==> src/rtl/run_pause_pkg.sv <==
// Shared state encoding and default timing constants for the run/pause sequencer.
package run_pause_pkg;

  typedef enum logic [1:0] {
    IDLE  = 2'd0,
    CLEAR = 2'd1,
    RUN   = 2'd2,
    PAUSE = 2'd3
  } state_t;

  localparam int DEF_SEQ_LEN    = 6;
  localparam int DEF_EVEN_STEPS = 3;
  localparam int DEF_RUN_LAPS   = 3;
  localparam int DEF_PAUSE_LAPS = 2;

  function automatic int max_int(input int a, input int b);
    return (a > b) ? a : b;
  endfunction

endpackage

==> src/rtl/run_pause_ctrl_lap_timer.sv <==
// lap_timer: step counter wrapping at SEQ_LEN with a lap counter that advances on each wrap.
module lap_timer #(
  parameter int SEQ_LEN = 6,
  parameter int STEP_W  = 3,
  parameter int LAP_W   = 2
) (
  input  logic              clk,
  input  logic              reset,
  input  logic              clr,
  input  logic              adv,
  input  logic [LAP_W-1:0]  lap_limit,
  output logic [STEP_W-1:0] step,
  output logic [LAP_W-1:0]  lap,
  output logic              lap_wrap,
  output logic              last
);

  assign lap_wrap = (step == STEP_W'(SEQ_LEN - 1));
  assign last     = lap_wrap && (lap == (lap_limit - LAP_W'(1)));

  always_ff @(posedge clk or posedge reset) begin
    if (reset) begin
      step <= '0;
      lap  <= '0;
    end else if (clr) begin
      step <= '0;
      lap  <= '0;
    end else if (adv) begin
      if (lap_wrap) begin
        step <= '0;
        lap  <= lap + LAP_W'(1);
      end else begin
        step <= step + STEP_W'(1);
      end
    end
  end

endmodule

==> src/rtl/run_pause_ctrl.sv <==
// Run/pause sequencer for the 0-2-4-5-7-9 counter: registered cnt_en/oe/cnt_clr replace clock gating.
// Optional PROG_LAPS_EN adds run_laps_i/pause_laps_i, latched at start, with 0 treated as 1.
//
//   state | meaning
//   IDLE  | waiting for start, counter untouched
//   CLEAR | one-cycle synchronous clear of the counter
//   RUN   | counter enabled for the run laps
//   PAUSE | counter held for the pause laps, then repeat or finish
module run_pause_ctrl
  import run_pause_pkg::*;
#(
  parameter int SEQ_LEN    = DEF_SEQ_LEN,
  parameter int EVEN_STEPS = DEF_EVEN_STEPS,
  parameter int RUN_LAPS   = DEF_RUN_LAPS,
  parameter int PAUSE_LAPS = DEF_PAUSE_LAPS,
`ifdef PROG_LAPS_EN
  localparam int LAP_W     = 4,
`else
  localparam int LAP_W     = $clog2(max_int(RUN_LAPS, PAUSE_LAPS) + 1),
`endif
  localparam int STEP_W    = $clog2(SEQ_LEN)
) (
  input  logic              clk,
  input  logic              reset,
  input  logic              start,
  input  logic              stop,
  input  logic              repeat_i,
`ifdef PROG_LAPS_EN
  input  logic [3:0]        run_laps_i,
  input  logic [3:0]        pause_laps_i,
`endif
  output logic              cnt_en,
  output logic              oe,
  output logic              cnt_clr,
  output logic [STEP_W-1:0] step,
  output logic [LAP_W-1:0]  lap,
  output logic              busy,
  output logic              paused,
  output logic              done
);

  state_t             state, state_nxt;
  logic [LAP_W-1:0]   run_lim, pause_lim, lap_limit;
  logic [STEP_W-1:0]  step_nxt;
  logic               running, tmr_clr, tmr_adv, lap_wrap, last, done_nxt;

`ifdef PROG_LAPS_EN
  always_ff @(posedge clk or posedge reset) begin
    if (reset) begin
      run_lim   <= 4'd1;
      pause_lim <= 4'd1;
    end else if (state == IDLE && start && !stop) begin
      run_lim   <= (run_laps_i == 4'd0)   ? 4'd1 : run_laps_i;
      pause_lim <= (pause_laps_i == 4'd0) ? 4'd1 : pause_laps_i;
    end
  end
`else
  assign run_lim   = LAP_W'(RUN_LAPS);
  assign pause_lim = LAP_W'(PAUSE_LAPS);
`endif

  assign lap_limit = (state == PAUSE) ? pause_lim : run_lim;

  lap_timer #(
    .SEQ_LEN (SEQ_LEN),
    .STEP_W  (STEP_W),
    .LAP_W   (LAP_W)
  ) u_lap_timer (
    .clk       (clk),
    .reset     (reset),
    .clr       (tmr_clr),
    .adv       (tmr_adv),
    .lap_limit (lap_limit),
    .step      (step),
    .lap       (lap),
    .lap_wrap  (lap_wrap),
    .last      (last)
  );

  always_comb begin
    state_nxt = state;
    running   = (state == RUN) || (state == PAUSE);
    tmr_adv   = running;
    tmr_clr   = !running || stop || last;
    done_nxt  = 1'b0;
    case (state)
      IDLE:  if (start && !stop) state_nxt = CLEAR;
      CLEAR: state_nxt = stop ? IDLE : RUN;
      RUN: begin
        if (stop)      state_nxt = IDLE;
        else if (last) state_nxt = PAUSE;
      end
      PAUSE: begin
        if (stop) begin
          state_nxt = IDLE;
        end else if (last) begin
          state_nxt = repeat_i ? RUN : IDLE;
          done_nxt  = !repeat_i;
        end
      end
      default: state_nxt = IDLE;
    endcase
    // Mirror the timer's next value so oe is registered alongside step.
    step_nxt = (tmr_clr || lap_wrap) ? '0 : step + STEP_W'(1);
  end

  always_ff @(posedge clk or posedge reset) begin
    if (reset) begin
      state   <= IDLE;
      cnt_en  <= 1'b0;
      oe      <= 1'b0;
      cnt_clr <= 1'b0;
      busy    <= 1'b0;
      paused  <= 1'b0;
      done    <= 1'b0;
    end else begin
      state   <= state_nxt;
      cnt_en  <= (state_nxt == RUN);
      oe      <= (state_nxt == RUN) && (step_nxt >= STEP_W'(EVEN_STEPS));
      cnt_clr <= (state_nxt == CLEAR);
      busy    <= (state_nxt != IDLE);
      paused  <= (state_nxt == PAUSE);
      done    <= done_nxt;
    end
  end

endmodule

==> config.mk <==
export PLATFORM = sky130hd
export DESIGN_NAME = run_pause_ctrl
export DESIGN_NICKNAME = d
export VERILOG_FILES = /design/src/rtl/run_pause_pkg.sv /design/src/rtl/run_pause_ctrl_lap_timer.sv /design/src/rtl/run_pause_ctrl.sv
export SDC_FILE = /design/constraint.sdc
export NUM_CORES = 1
export LEC_CHECK = 0
export BUFFER_PORTS_ARGS = -buffer_cell sky130_fd_sc_hd__buf_2
export CORE_MARGIN = 1
export CORE_UTILIZATION = 39
export CTS_CLUSTER_DIAMETER = 200
export DETAILED_ROUTE_END_ITERATION = 16
export SETUP_SLACK_MARGIN = 0.15
export SLEW_MARGIN = 20
export SYNTH_ARGS = -nofsm -noshare
export SYNTH_HDL_FRONTEND = slang
export SYNTH_HIERARCHICAL = 1
export SYNTH_SLANG_ARGS = --single-unit
==> constraint.sdc <==
create_clock -name clk -period 1.5 [get_ports clk]
set_input_delay 0.075 -clock clk [delete_from_list [all_inputs] [get_ports clk]]
set_output_delay 0.075 -clock clk [all_outputs]
set_load 0.01 [all_outputs]
# After elaboration in Yosys (flattened, before gate mapping)
# Cells that the tools add are included.
[word_totals]
input_bits = 5
reg_bits = 13
elab_cells = 55
[op_classes]
n_addsub = 3
n_mux = 19
eq_ne = 8
magnitude_cmp = 1
n_reduce_logical = 15
[op_table]
columns = ["operator", "count"]
rows = [
  ["2-to-1 mux 2 bit", 10],
  ["2-to-1 mux 3 bit", 4],
  ["== test 2 bit (second input constant)", 4],
  ["one-hot mux 2 bit (4 select lines)", 1],
  ["nonzero test 2 bit", 3],
  ["== test 2 x 1 -> 1 bit (second input constant)", 2],
  ["logical OR 1 bit", 4],
  ["2-to-1 mux 1 bit", 4],
  ["adder 3 x 1 -> 3 bit (second input constant)", 1],
  ["== test 3 bit (second input constant)", 1],
  ["greater-or-equal comparator 3 x 2 -> 1 bit (second input constant)", 1],
  ["logical AND 1 bit", 3],
  ["logical NOT 1 bit", 3],
  ["adder 2 x 1 -> 2 bit (second input constant)", 1],
  ["== test 2 bit", 1],
  ["logical NOT 2 bit", 1],
  ["AND reduction 2 bit", 1],
  ["subtractor 2 x 1 -> 2 bit (second input constant)", 1],
]

# Logic depth before layout (Yosys ltp)
# Gate-level depths: netlist of the first run.
[logic_depth]
depth_word = 10
ltp_mapped = 8

# By module
# Netlist of the first run, hierarchy kept.
[by_module_without_submodules]
columns = ["mod", "cells_per_inst", "seq_area_each_um2", "area_each_um2", "n_inst"]
rows = [
  ["run_pause_ctrl", 33, 200.2, 365.4, 1],
  ["lap_timer", 28, 125.1, 286.5, 1],
]

# Worst setup path before layout of the first run
# No wires, ideal clock.
[synth_path]
path_kind = "register -> register"
from = "register state[0]"
to = "register u_lap_timer.lap[1]"
synth_period_minus_slack_ns = 1.670
stages_incl_launch_ff = 9
arrival_time_ns = 1.545
path_buffers = 0
setup_ns = 0.125
setup_slack_ns = -0.170
path_cell_list = "dfrtp_1 -> and2_1 -> inv_1 -> nand2b_1 -> mux2i_1 -> and2_2 -> nand2b_1 -> nor2b_1 -> mux2_4"
[synth_via]
elab_chain_len = 8
word_cells_on_any_way = 14
[synth_lines]
columns = ["element", "line", "text"]
rows = [
  ["start: declaration", "run_pause_ctrl.sv:42", "state_t state, state_nxt;"],
  ["start signal: assignment", "run_pause_ctrl.sv:117", "state <= state_nxt;"],
  ["== test 2 bit *", "run_pause_ctrl.sv:62", "assign lap_limit = (state == PAUSE) ? pause_lim : run_lim;"],
  ["2-to-1 mux 1 bit *", "run_pause_ctrl.sv:62", ""],
  ["via lap_limit[0]", "run_pause_ctrl.sv:43", "logic [LAP_W-1:0] run_lim, pause_lim, lap_limit;"],
  ["subtractor 2 x 1 -> 2 bit *", "run_pause_ctrl_lap_timer.sv:19", "assign last = lap_wrap && (lap == (lap_limit - LAP_W'(1)));"],
  ["== test 2 bit *", "run_pause_ctrl_lap_timer.sv:19", ""],
  ["logical AND 1 bit *", "run_pause_ctrl_lap_timer.sv:19", ""],
  ["via last", "run_pause_ctrl.sv:45", "logic running, tmr_clr, tmr_adv, lap_wrap, last, done_nxt;"],
  ["logical OR 1 bit *", "run_pause_ctrl.sv:84", "tmr_clr = !running || stop || last;"],
  ["via tmr_clr", "run_pause_ctrl.sv:45", ""],
  ["nonzero test 2 bit (no source line)", "n/a", ""],
  ["AND reduction 2 bit (no source line)", "n/a", ""],
  ["end signal: assignment", "run_pause_ctrl_lap_timer.sv:31", "lap <= lap + LAP_W'(1);"],
  ["end: declaration", "run_pause_ctrl_lap_timer.sv:13", "output logic [LAP_W-1:0] lap,"],
]
# Mark *: on every way through the listed nets, which the timed path passes. The rest lies on a longest branch.
# A chain may end at the register's enable or synchronous reset.

# Final worst setup path of the first run
[layout_path]
from = "register state[0]"
to = "register busy"
[layout_via]
elab_chain_len = 9
word_cells_on_any_way = 15
[layout_lines]
columns = ["element", "line", "text"]
rows = [
  ["== test 2 bit *", "run_pause_ctrl.sv:62", ""],
  ["2-to-1 mux 1 bit *", "run_pause_ctrl.sv:62", ""],
  ["via lap_limit[0]", "run_pause_ctrl.sv:43", ""],
  ["subtractor 2 x 1 -> 2 bit *", "run_pause_ctrl_lap_timer.sv:19", ""],
  ["== test 2 bit *", "run_pause_ctrl_lap_timer.sv:19", ""],
  ["logical AND 1 bit *", "run_pause_ctrl_lap_timer.sv:19", ""],
  ["via last", "run_pause_ctrl.sv:45", ""],
  ["2-to-1 mux 2 bit, on equally long branches", "run_pause_ctrl.sv:96, run_pause_ctrl.sv:91", ""],
  ["2-to-1 mux 2 bit, on equally long branches", "run_pause_ctrl.sv:94, run_pause_ctrl.sv:90", ""],
  ["one-hot mux 2 bit (4 select lines) *", "run_pause_ctrl.sv:86", "case (state)"],
  ["via state_nxt[0]", "run_pause_ctrl.sv:42", ""],
  ["nonzero test 2 bit *", "run_pause_ctrl.sv:121", "busy <= (state_nxt != IDLE);"],
  ["end signal: assignment", "run_pause_ctrl.sv:121", ""],
  ["end: declaration", "run_pause_ctrl.sv:37", "output logic busy,"],
]
# Marks and branches as above.

==> summary.md, run 1 <==
- DP Wirelength: 944 um
- synthesis-to-layout area growth: 41.7%
- CTS Buffer Depth: 2
- maximum frequency from static timing analysis: 0.650 GHz
- number of antenna violations at the first check in global routing: 0
- area of the die: 1840 um^2
- average instance area after synthesis: 10.7 um^2
- buffer cell driving the clock tree root: sky130_fd_sc_hd__clkbuf_4
- most frequent cell on the critical path: sky130_fd_sc_hd__and2_4
- pin count of the biggest net entering global routing: 10
- distinct cell type count of the synthesized netlist: 27
- critical-path cell with the highest stage delay: sky130_fd_sc_hd__dfrtp_1
- peak supply drop: 0.607 mV
- via count: 508
- Tmin final: 1540 ps
- clock latency on the worst-skew pair: 270 ps
- Post-synth EDFFs: 0
- vertical extent of the die: 42.9 um
- Crit path max-delay family: simple AND/OR/NAND/NOR gates
- internal power consumption: 0.511 mW
- start-to-end type of the worst setup path: flip-flop to flip-flop
- launching element type of the critical path: flip-flop
- Pre-antenna DRT Iters: 3
- layer with the highest usage: met2
- placed insts: 100
- H-tree depth reported by CTS: 1
- DRT Wirelength: 1240 um
- number of vias per cell after detailed routing: 4.75
- number of synthesized register bits: 13
- remaining design rule violation count: 0
- sequential fraction of design power: 54.9%
- share of async-settable or async-resettable flops after synthesis: 100%
- Worst Hold Slack: 18.0 ps
- Reg clk slew, reported paths: 70 ps
- starting utilization of the core area: 42.3%
- Critical Path Fanout Max: 4
- arrival time reported for the critical path endpoint: 1700 ps
- Tightest Hold Check Type: primary input to flip-flop
- number of I/O port buffers: 15
- met1 track demand over resource: 20.4%
- share of power burned in combinational logic: 14.8%
- Final Hold Viols: 0
- Worst EP required: 1660 ps
- cell area after technology mapping: 652 um^2
- power density over cell area: 724 nW/um^2
- area of the core region: 1540 um^2
- Iteration-0 DRC Markers: 2
- routing usage on met2: 23.9%
- least setup slack across all paths after layout: -38.3 ps
- Nets: 98
- post-synthesis net count: 67
- clock buffers created by TritonCTS: 3
- global-route congestion overflow total: 0
- most frequently used flop master after synthesis: sky130_fd_sc_hd__dfrtp_1
- setup slack after placement: -51.2 ps
- max-cap violation count: 0
- result of the run: finished, violations left
- wire per inst: 11.6 um
- number of global-route vias before repair: 480
- Total Negative Setup Slacks: -38.3 ps
- violations in the final reports: setup timing
- TritonCTS Sinks: 13
- net load switching power: 0.157 mW
- post-route ant nets: 0
- final clock period utilization by the worst path: 103%
- routability-driven placement congestion ratio: 0.762
- worst-path cell chain: and2_4 > inv_2 > nand2b_4 > mux2i_1 > and2_4 > xor2_1 > a21o_1 > or2_1
- Ports: 16
- fraction of layout instances using a drive strength above 1: 53.8%
- total setup violations reported at the end of the flow: 1
- total count of max-transition violations in the final report: 0
- Setup crit end kind: flip-flop
- unrepaired setup endpoints after global routing: yes
- buffers and inverters on the worst path: 1
- die width: 42.9 um
- Ant. Diodes: 0
- Clock Power Share: 30.3%
- Leak Pwr: 0.491 nW
- Rows: 14
- worst clock skew: 2.16 ps
- TritonCTS clock tree: done
- non-filler cells in the finished layout: 107
- synthesized instance count: 61
- switch share: 23.5%
- worst stage delay on the critical path: 380 ps
- YS warnings: 6
- met3 GRT Util: 6.38%
- sequential-to-total area share from yosys stat: 49.9%
- first-pass GRT wire length: 2100 um
- final-layout fill cell count: 141
- aggregate global-route resource usage: 15.9%
-- synthesized netlist by cell type, types with 2 or more instances --
master                      n  area, um^2
sky130_fd_sc_hd__nand2b_1   3        18.8
sky130_fd_sc_hd__xnor2_1    2        17.5
sky130_fd_sc_hd__nand2_1    4        15.0
sky130_fd_sc_hd__xor2_1     3        26.3
sky130_fd_sc_hd__inv_1      4        15.0
sky130_fd_sc_hd__and3b_2    2        20.0
sky130_fd_sc_hd__a21oi_1    2        10.0
sky130_fd_sc_hd__nor2b_1    3        18.8
sky130_fd_sc_hd__nor2_1     6        22.5
sky130_fd_sc_hd__and2_2     2        15.0
sky130_fd_sc_hd__mux2i_1    2        20.0
sky130_fd_sc_hd__dfrtp_1   13         325
-- repair_timing --
| item | in CTS | in global routing |
|---|---|---|
| cloned | 0 | 0 |
| hold buffers | 1 | 0 |
| buffers inserted | 1 | 1 |
| endpoints found under the setup margin | 10 | 12 |
| hold endpoints to repair | 13 | 0 |
| resized for setup | 4 | 6 |
| pin swaps | 2 | 4 |
-- final timing paths --
| kind | slack, ps | to | cells after the start | start |
|---|---|---|---|---|
| max | -40 | busy$_DFF_PP0_ | 8 | state[0]$_DFF_PP0_ |
| min | 20 | state[1]$_DFF_PP0_ | 2 | stop |
| max reg2reg | -40 | busy$_DFF_PP0_ | 8 | state[0]$_DFF_PP0_ |
| min reg2reg | 580 | cnt_clr$_DFF_PP0_ | 2 | state[0]$_DFF_PP0_ |
| max in group asynchronous | 970 | done$_DFF_PP0_ | 3 | reset |
| min in group asynchronous | 270 | u_lap_timer/step[2]$_DFFE_PP0P_ | 3 | reset |
-- per-layer routing --
metal / wire length [um] / vias to the layer above
li1: - / 257
met1: 546 / 236
met2: 613 / 13
met3: 63 / 2
met4: 13 / 0
met5: 0 / -
-- power by group through the flow --
stage          Clock, mW  Combinational [mW]  Sequential [mW]
3_3_place_gp           0              0.0855            0.373
5_1_grt            0.231               0.110            0.368
6_report           0.203              0.0989            0.367
2_1_floorplan          0              0.0417            0.383
3_5_place_dp           0              0.0861            0.374
4_1_cts            0.215              0.0914            0.367
-- worst register-to-register path: stages, from the launching register on --
cell and delay, ps:
sky130_fd_sc_hd__dfrtp_1 380, sky130_fd_sc_hd__and2_4 160, sky130_fd_sc_hd__inv_2 50, sky130_fd_sc_hd__nand2b_4 100
sky130_fd_sc_hd__mux2i_1 60, sky130_fd_sc_hd__and2_4 150, sky130_fd_sc_hd__xor2_1 140, sky130_fd_sc_hd__a21o_1 180
sky130_fd_sc_hd__or2_1 220
-- cell usage in the layout (no fill, tap or decap), types with 2 or more instances in the layout --
master / n
sky130_fd_sc_hd__nor2_1: 4
sky130_fd_sc_hd__clkbuf_4: 3
sky130_fd_sc_hd__xnor2_1: 2
sky130_fd_sc_hd__nor2_4: 2
sky130_fd_sc_hd__and2_4: 2
sky130_fd_sc_hd__nand2_1: 4
sky130_fd_sc_hd__dfrtp_1: 13
sky130_fd_sc_hd__mux2i_1: 2
sky130_fd_sc_hd__nor2b_1: 2
sky130_fd_sc_hd__and3b_2: 2
sky130_fd_sc_hd__inv_1: 3
sky130_fd_sc_hd__nand2b_4: 2
sky130_fd_sc_hd__buf_4: 10
sky130_fd_sc_hd__xor2_1: 3
sky130_fd_sc_hd__buf_2: 15
-- final cells by class --
class	count	area (um^2)	share of cell area (%)
Clock buffer	4	26.3	2.85
Multi-Input combinational cell	43	365	39.6
Tap cell	16	20.0	2.17
Timing Repair Buffer	27	171	18.6
Sequential cell	13	325	35.2
Inverter	4	15.0	1.63
-- per-stage QoR --
| stage | total power, mW | instance area [um^2] | utilization, % |
|---|---|---|---|
| floorplan | 0.425 | 671 | - |
| global placement | 0.459 | 830 | 53.8 |
| detailed placement | 0.460 | 830 | 53.8 |
| CTS | 0.673 | 888 | 57.6 |
| global route | 0.709 | 923 | 59.9 |
| finish | 0.669 | 923 | 59.9 |
-- flip-flops by register name, summed over array words and instances (netlist names) --
register,count
busy,1
cnt_clr,1
cnt_en,1
done,1
oe,1
paused,1
state,2
u_lap_timer/lap,2
u_lap_timer/step,3
-- kinds of logic (layout without fill, tap and decap cells) --
family / count (synthesis) / count (layout) / share of synthesized area, %
AOI/OAI and AO/OA: 5 / 5 / 5.18
other: 1 / 1 / 0.575
muxes: 3 / 3 / 5.37
adders and majority gates: 1 / 1 / 1.92
and+or+nand+nor: 28 / 28 / 27.4
DFF: 13 / 13 / 49.9
buffers and inverters: 5 / 35 / 2.88
xor gates and xnor gates: 5 / 5 / 6.72
No activity file was read; power rests on OpenSTA's default activity.
==> inputs of run 2 (changes only) <==
--- a/config.mk
+++ b/config.mk
@@ -11,6 +11,7 @@
 export CTS_CLUSTER_DIAMETER = 200
 export DETAILED_ROUTE_END_ITERATION = 16
 export SETUP_SLACK_MARGIN = 0.15
+export SKIP_CTS_REPAIR_TIMING = 1
 export SLEW_MARGIN = 20
 export SYNTH_ARGS = -nofsm -noshare
 export SYNTH_HDL_FRONTEND = slang
==> summary.md, run 2 (synthesis gave the netlist of run 1 again) <==
- Leak Pwr: 0.484 nW
- clock buffers created by TritonCTS: 3
- Crit path max-delay family: simple AND/OR/NAND/NOR gates
- TritonCTS Sinks: 13
- max-cap violation count: 0
- most frequent cell on the critical path: sky130_fd_sc_hd__and2_4
- unrepaired setup endpoints after global routing: yes
- final clock period utilization by the worst path: 103%
- synthesis-to-layout area growth: 39.5%
- Nets: 97
- aggregate global-route resource usage: 15.6%
- result of the run: finished, violations left
- critical-path cell with the highest stage delay: sky130_fd_sc_hd__dfrtp_1
- start-to-end type of the worst setup path: flip-flop to flip-flop
- Worst Hold Slack: 15.9 ps
- number of antenna violations at the first check in global routing: 0
- post-route ant nets: 0
- cells on worst reg2reg path: 8
- Iteration-0 DRC Markers: 2
- instance area at placement: 830 um^2
- setup slack, reg-to-reg: -40 ps
- fraction of the core area covered by cells at the end of the flow: 59.0%
- area of the die: 1840 um^2
- Worst EP required: 1660 ps
- Final Hold Viols: 0
- fraction of layout instances using a drive strength above 1: 52.2%
- number of I/O port buffers: 15
- cell area after layout: 910 um^2
- maximum frequency from static timing analysis: 0.648 GHz
- via count: 499
- Pre-antenna DRT Iters: 3
- endpoint with the worst hold slack: state[1]$_DFF_PP0_
- reg-to-reg endpoint: busy$_DFF_PP0_
- registers with the most flip-flops: u_lap_timer/step: 3 flops, state: 2 flops, u_lap_timer/lap: 2 flops
- Ant. Diodes: 0
- number of global-route vias before repair: 478
- launch point of the worst path: state[0]$_DFF_PP0_
- least setup slack across all paths after layout: -43.8 ps
- Tightest Hold Check Type: primary input to flip-flop
- buffers and inverters on the worst path: 1
- global-route congestion overflow total: 0
- H-tree depth reported by CTS: 1
- DP Wirelength: 944 um
- starting utilization of the core area: 42.3%
- Reg clk slew, reported paths: 70 ps
- most common cell after layout, fill and taps aside: sky130_fd_sc_hd__buf_2
- setup slack after placement: -51.2 ps
- Reg with most FFs: u_lap_timer/step
- buffer cell driving the clock tree root: sky130_fd_sc_hd__clkbuf_4
- final-layout fill cell count: 144
- most frequent cells in the layout: sky130_fd_sc_hd__buf_2, sky130_fd_sc_hd__dfrtp_1, sky130_fd_sc_hd__buf_4
- pin count of the biggest net entering global routing: 10
- remaining design rule violation count: 0
- Critical Path Fanout Max: 5
- die width: 42.9 um
- area of the core region: 1540 um^2
- peak supply drop: 0.607 mV
- hold path start: stop
- total setup violations reported at the end of the flow: 1
- power density over cell area: 733 nW/um^2
- max FFs per register: 3
- clock latency on the worst-skew pair: 270 ps
- arrival time reported for the critical path endpoint: 1700 ps
- total count of max-transition violations in the final report: 0
- Rows: 14
- TritonCTS clock tree: done
- violations in the final reports: setup timing
- number of vias per cell after detailed routing: 4.71
- wire per inst: 11.6 um
- worst clock skew: 2.82 ps
- vertical extent of the die: 42.9 um
- instance count along the most critical hold path: 2
- CTS Buffer Depth: 2
- launching element type of the critical path: flip-flop
- first-pass GRT wire length: 2060 um
- worst stage delay on the critical path: 380 ps
- Tmin final: 1540 ps
- DRT Wirelength: 1230 um
- reg2reg start: state[0]$_DFF_PP0_
- Setup crit end kind: flip-flop
- routability-driven placement congestion ratio: 0.762
- worst-path cell chain: and2_4 > inv_2 > nand2b_4 > mux2i_1 > and2_4 > xor2_1 > a21o_1 > or2_1
- Ports: 16
- sum of internal, switching and leakage power: 0.667 mW
[run 2: changes by cell type in the layout (fill, tap and decap cells not counted)]
cell                     before  now
sky130_fd_sc_hd__nor4_1       0    1
sky130_fd_sc_hd__nor4_2       1    0
sky130_fd_sc_hd__buf_4       10    9
[run 2: cell type report]
| class | count | area [um^2] | area share, % |
|---|---|---|---|
| Multi-Input combinational cell | 43 | 359 | 39.5 |
| Sequential cell | 13 | 325 | 35.8 |
| Timing Repair Buffer | 26 | 164 | 18.0 |
| Clock buffer | 4 | 26.3 | 2.89 |
| Tap cell | 16 | 20.0 | 2.20 |
| Inverter | 4 | 15.0 | 1.65 |
[run 2: layer usage]
layer | track usage, % | vias to the layer above | wire length, um
met3 | 6.38 | 2 | 63
met5 | 0 | - | 0
met1 | 20.1 | 230 | 540
li1 | - | 254 | -
met2 | 23.3 | 13 | 608
met4 | 5.63 | 0 | 13
[run 2: how the worst max path moves through the flow]
stage	endpoint	cells after the start	slack (ps)
finish	busy$_DFF_PP0_	8	-40
global route	busy$_DFF_PP0_	8	-130
CTS	busy$_DFF_PP0_	8	-60
detailed placement	busy$_DFF_PP0_	8	-50
global placement	busy$_DFF_PP0_	8	-30
floorplan	u_lap_timer/lap[1]$_DFFE_PP0P_	8	-70
[run 2: power by group]
part / internal, mW / switching [mW] / leakage [nW]
clock network: 0.103 / 0.0998 / 0.0150
registers: 0.363 / 0.00374 / 0.177
logic: 0.0452 / 0.0522 / 0.291
total: 0.511 / 0.156 / 0.484
[run 2: through the flow]
stage	setup TNS, ps	cells
after floorplan	-141	61
after global placement	-29.5	100
after detailed placement	-51.2	100
after CTS	-62.9	104
after global routing	-301	106
final	-43.8	106
